<file path="src/rtl/instruction_fetch_unit.sv">
// Instruction fetch front end: PC sequencing, same-cycle word capture into a small
// decode FIFO, branch redirect with flush, and bad-PC fault detection.
module instruction_fetch_unit #(
  parameter logic [63:0] RESET_PC   = 64'd0,
  parameter int unsigned MEM_BYTES  = 16,
  parameter int unsigned FIFO_DEPTH = 2
) (
  input  logic        clk,
  input  logic        reset,
  output logic [63:0] Inst_Address,
  input  logic [31:0] Instruction,
  output logic        inst_valid,
  input  logic        inst_ready,
  output logic [31:0] inst_out,
  output logic [63:0] inst_pc,
  input  logic        redirect_valid,
  input  logic [63:0] redirect_pc,
  output logic        fault,
  output logic [63:0] fault_pc
);

  localparam int unsigned PTR_W   = (FIFO_DEPTH > 1) ? $clog2(FIFO_DEPTH) : 1;
  localparam int unsigned CNT_W   = $clog2(FIFO_DEPTH + 1);
  localparam logic [63:0] LAST_PC = 64'(MEM_BYTES) - 64'd4;

  typedef enum logic [0:0] {
    ST_FETCH = 1'b0,
    ST_FAULT = 1'b1
  } state_t;

  // Unsigned 64-bit range test, optionally also demanding word alignment.
  function automatic logic pc_legal(input logic [63:0] p, input logic check_align);
    logic ok;
    ok = (p <= LAST_PC);
    if (check_align) begin
      ok = ok & (p[1:0] == 2'd0);
    end else begin
      ok = ok;
    end
    return ok;
  endfunction

  state_t             state_r;
  state_t             state_next_s;
  logic [63:0]        pc_r;
  logic [63:0]        pc_next_s;
  logic [63:0]        fault_pc_r;
  logic [63:0]        fault_pc_next_s;
  logic               fault_r;
  logic [PTR_W-1:0]   wr_ptr_r;
  logic [PTR_W-1:0]   rd_ptr_r;
  logic [CNT_W-1:0]   count_r;
  logic [63:0]        pc_mem_r   [FIFO_DEPTH];
  logic [31:0]        word_mem_r [FIFO_DEPTH];
  logic               pop_s;
  logic               push_s;
  logic               flush_s;
  logic               not_empty_s;

  assign not_empty_s  = (count_r != CNT_W'(0));
  assign pop_s        = not_empty_s & inst_ready;
  assign Inst_Address = pc_r;
  assign inst_valid   = not_empty_s;
  assign inst_out     = not_empty_s ? word_mem_r[rd_ptr_r] : 32'd0;
  assign inst_pc      = not_empty_s ? pc_mem_r[rd_ptr_r]   : 64'd0;
  assign fault        = fault_r;
  assign fault_pc     = fault_pc_r;

  // Next-state, next-PC and FIFO write/flush decisions; redirect outranks everything.
  always_comb begin
    state_next_s    = state_r;
    pc_next_s       = pc_r;
    fault_pc_next_s = fault_pc_r;
    push_s          = 1'b0;
    flush_s         = 1'b0;
    if (redirect_valid) begin
      flush_s   = 1'b1;
      pc_next_s = redirect_pc;
      if (pc_legal(redirect_pc, 1'b1)) begin
        state_next_s = ST_FETCH;
      end else begin
        state_next_s    = ST_FAULT;
        fault_pc_next_s = redirect_pc;
      end
    end else begin
      case (state_r)
        ST_FETCH: begin
          if (pc_legal(pc_r, 1'b0)) begin
            // Full FIFO still accepts a word when the head leaves this cycle.
            if ((count_r < CNT_W'(FIFO_DEPTH)) || pop_s) begin
              push_s    = 1'b1;
              pc_next_s = pc_r + 64'd4;
            end else begin
              push_s = 1'b0;
            end
          end else begin
            state_next_s    = ST_FAULT;
            fault_pc_next_s = pc_r;
          end
        end
        ST_FAULT: begin
          push_s = 1'b0;
        end
        default: begin
          state_next_s = ST_FETCH;
        end
      endcase
    end
  end

  // Control registers: state, PC, fault status.
  always_ff @(posedge clk or negedge reset) begin
    if (!reset) begin
      state_r    <= ST_FETCH;
      pc_r       <= RESET_PC;
      fault_pc_r <= 64'd0;
      fault_r    <= 1'b0;
    end else begin
      state_r    <= state_next_s;
      pc_r       <= pc_next_s;
      fault_pc_r <= fault_pc_next_s;
      fault_r    <= (state_next_s == ST_FAULT);
    end
  end

  // FIFO pointers and occupancy; a flush empties the buffer regardless of pop.
  always_ff @(posedge clk or negedge reset) begin
    if (!reset) begin
      wr_ptr_r <= PTR_W'(0);
      rd_ptr_r <= PTR_W'(0);
      count_r  <= CNT_W'(0);
    end else if (flush_s) begin
      wr_ptr_r <= PTR_W'(0);
      rd_ptr_r <= PTR_W'(0);
      count_r  <= CNT_W'(0);
    end else begin
      if (push_s) begin
        wr_ptr_r <= wr_ptr_r + PTR_W'(1);
      end else begin
        wr_ptr_r <= wr_ptr_r;
      end
      if (pop_s) begin
        rd_ptr_r <= rd_ptr_r + PTR_W'(1);
      end else begin
        rd_ptr_r <= rd_ptr_r;
      end
      case ({push_s, pop_s})
        2'b10:   count_r <= count_r + CNT_W'(1);
        2'b01:   count_r <= count_r - CNT_W'(1);
        default: count_r <= count_r;
      endcase
    end
  end

  // FIFO storage: each entry pairs the fetch PC with the word seen at that address.
  always_ff @(posedge clk or negedge reset) begin
    if (!reset) begin
      for (int i = 0; i < int'(FIFO_DEPTH); i++) begin
        pc_mem_r[i]   <= 64'd0;
        word_mem_r[i] <= 32'd0;
      end
    end else if (push_s) begin
      pc_mem_r[wr_ptr_r]   <= pc_r;
      word_mem_r[wr_ptr_r] <= Instruction;
    end else begin
      pc_mem_r[wr_ptr_r]   <= pc_mem_r[wr_ptr_r];
      word_mem_r[wr_ptr_r] <= word_mem_r[wr_ptr_r];
    end
  end

endmodule

</file>
<file path="config.mk">
export PLATFORM = sky130hd
export DESIGN_NAME = instruction_fetch_unit
export DESIGN_NICKNAME = d
export VERILOG_FILES = /design/src/rtl/instruction_fetch_unit.sv
export SDC_FILE = /design/constraint.sdc
export NUM_CORES = 1
export LEC_CHECK = 0
export ABC_AREA = 1
export CAP_MARGIN = 25
export CORE_MARGIN = 1.5
export CORE_UTILIZATION = 55
export CTS_CLUSTER_DIAMETER = 50
export DETAILED_ROUTE_END_ITERATION = 10
export DONT_BUFFER_PORTS = 1
export PLACE_DENSITY = 0.73
export SLEW_MARGIN = 40
export SYNTH_ARGS = -nofsm -noshare
export SYNTH_HDL_FRONTEND = slang
export SYNTH_SLANG_ARGS = --single-unit
</file>
<file path="constraint.sdc">
create_clock -name clk -period 2.6 [get_ports clk]
set_input_delay 0.52 -clock clk [delete_from_list [all_inputs] [get_ports clk]]
set_output_delay 0.52 -clock clk [all_outputs]
set_load 0.005 [all_outputs]
</file>
==> run_results.csv <==
group,metric,value,unit
clocking,clk_latency,0.51,ns
global_route,grt_max_degree,326,
global_route,grt_pass1_wl,53.0,mm
floorplanning,die_area,25800,um^2
placement,portBuffers,0,
timing,tightest_slew,0.778,ns
clocking,postCtsSetupRepairBufs,0,
placement,dp_hpwl,20.8,mm
worst_setup_path,r2r_slack,0.27,ns
timing,fin_tns_setup,0,ns
floorplanning,chipWidth,161,um
worst_setup_path,end_kind,"primary output",
global_route,first_global_vias,9891,
cells_and_area,final_core_util,0.617,
global_route,gr-usage-met2,0.411,
timing,maxSlewViolCount,0,
worst_setup_path,critPathMaxFanout,61,
clocking,cts_root_buffer,"clkbuf_16",
timing,max_slew_margin,0.482,
timing,setup_violations,0,
global_route,busiest_layer,"met2",
global_route,grt_usage,0.257,
logic_synthesis,synth-seq-cells,325,
flow_run,maxCapViolations,0,
timing,rsz0062_at_grt,"no",
pwr,p_int,9.21,mW
logic_synthesis,synth_seq_area_share,0.595,
placement,dp.cells,1830,
global_route,met3_usage,0.0896,
clocking,clock_sinks,325,
cells_and_area,final_common_cell,"nand2_1",
floorplanning,num_io_pins,326,
pwr,vdd_drop_max,0.495,mV
cells_and_area,final_cell_mix,"nand2_1, dfrtp_1, nor2_1",
logic_synthesis,yosysWarnings,0,
cells_and_area,synthToLayoutAreaGrowth,10.1,%
cells_and_area,drive_gt1_frac,0.0763,
outcome,status,"finished with violations",
timing,setup_slack,0.244,ns
clocking,cts_tree,"yes",
logic_synthesis,syn_nets,1685,
global_route,antenna_found_initial,1,
pwr,p_sw_frac,0.288,
pwr,p_seq_frac,0.428,
clocking,h-tree-depth,2,
cells_and_area,layout.cells.non_filler,1898,
logic_synthesis,synth-main-ff-cell,"dfrtp_1",
routing,final_antenna_net_count,0,
routing,drt_iter0_markers,847,
timing,period_share,0.906,
pwr,power_switching,3.73,mW
pwr,power_density,859,nW/um^2
clocking,cts_made_buffers,37,
pwr,power_frac_clock,0.418,
cells_and_area,nets,1646,
timing,period_needed,2.36,ns
logic_synthesis,synth_async_sr_flop_share,1.00,
worst_hold_path,hold_class,"primary input to async pin",
placement,gp_congestion,0.841,
clocking,cts_resized,0,
logic_synthesis,synth_area_per_cell,8.63,um^2
floorplanning,rows,57,
logic_synthesis,ys_types,28,
worst_setup_path,cp-start-kind,"flip-flop",
placement,preCtsSetupSlack,0.235,ns
floorplanning,die_y,161,um
pwr,finalPower,12.9,mW
routing,drt_wl_total,33.0,mm
clocking,clockBufferDepth,3,
logic_synthesis,synthCells,1584,
outcome,violations,"hold timing",
clocking,clkTransAtPathRegs,0.06,ns
cells_and_area,design_area,15100,um^2
routing,viasPerCell,5.32,
routing,firstDrtPassIters,5,
routing,vias,10100,
pwr,p_leak,7.73,nW
logic_synthesis,netlist_area,13700,um^2
worst_setup_path,critPathRequiredTime,2.08,ns
routing,drc,0,
routing,wire_per_inst,17.4,um
global_route,grt-ovfl-total,0,
floorplanning,core_area,24400,um^2
timing,hold_viol,325,
timing,clock.fmax,424,MHz
worst_setup_path,cp.arrival,1.84,ns
timing,clock_skew,0.0205,ns
floorplanning,initial_utilization,0.561,
placement,place_area,13800,um^2
pwr,combinationalPowerShare,0.154,
timing,hold_slack,-0.289,ns
global_route,use_met1,0.330,
logic_synthesis,synth-edff-count,0,
worst_setup_path,path_class,"flip-flop to primary output",
## power by group through the flow
stage               clock, mW  sequential [mW]  combinational (mW)
floorplan                   0             5.52                1.42
global placement            0             5.62                1.96
detailed placement          0             5.62                2.00
CTS                      5.50             5.53                2.01
global route             5.72             5.56                2.21
finish                   5.41             5.53                1.99
## registers in the layout (all words and copies together), names as in the netlist
register / count
count_r: 2
fault_pc: 64
word_mem_r: 64
rd_ptr_r: 1
fault: 1
wr_ptr_r: 1
pc_mem_r: 128
Inst_Address: 64
## per-layer routing
| layer | vias to the layer above | wire [um] |
|---|---|---|
| met5 | - | 0 |
| met3 | 64 | 3230 |
| li1 | 4847 | - |
| met4 | 0 | 851 |
| met1 | 4837 | 13300 |
| met2 | 358 | 15700 |
## path summary, 6_finish.rpt
kind / startpoint / endpoint / depth (start not counted)
min reg2reg: word_mem_r[52] / word_mem_r[52] / 2
min in group clk: redirect_valid / Inst_Address[4] / 1
max: count_r[0] / inst_pc[23] / 5
min: reset / pc_mem_r[8] / 0
max in group asynchronous: reset / rd_ptr_r / 0
max reg2reg: Inst_Address[3] / fault_pc[50] / 12
## area by class of cell
cell class | count | area [um^2]
Timing Repair Buffer | 14 | 180
Multi-Input combinational cell | 985 | 4350
Inverter | 182 | 688
Antenna cell | 1 | 2.50
Fill cell | 2113 | 9340
Tap cell | 324 | 405
Sequential cell | 325 | 8140
Clock inverter | 15 | 215
Clock buffer | 52 | 1070
## cell families (layout without fill, tap and decap cells)
group                      count (synthesis)  count (layout)  share of synthesized area
and+or+nand+nor                          729             729                      0.213
DFF                                      325             325                      0.595
buffers and inverters                    274             263                     0.0874
AOI/OAI and AO/OA                        255             255                      0.104
adders and majority gates                  1               1                   0.000915
other                                      0               1                          0
## worst max-delay path, stage by stage (launching register included)
cell and delay, ns:
dfrtp_1 0.41, nor2_2 0.05, inv_1 0.11, buf_12 0.25, o21ai_0 0.12, a21oi_1 0.36
## cell usage after synthesis, types with 8 or more instances
master,n,area share
dfrtp_1,325,0.59
nor4_1,8,0.0037
buf_1,11,0.0030
buf_2,17,0.0062
buf_4,10,0.0055
o21ai_2,35,0.022
nand2_1,406,0.11
buf_6,14,0.012
clkbuf_1,40,0.011
a21oi_1,135,0.049
nand3_1,76,0.028
inv_1,178,0.049
nor2_1,226,0.062
o21ai_0,82,0.030
(Power assumes the default switching activity.)
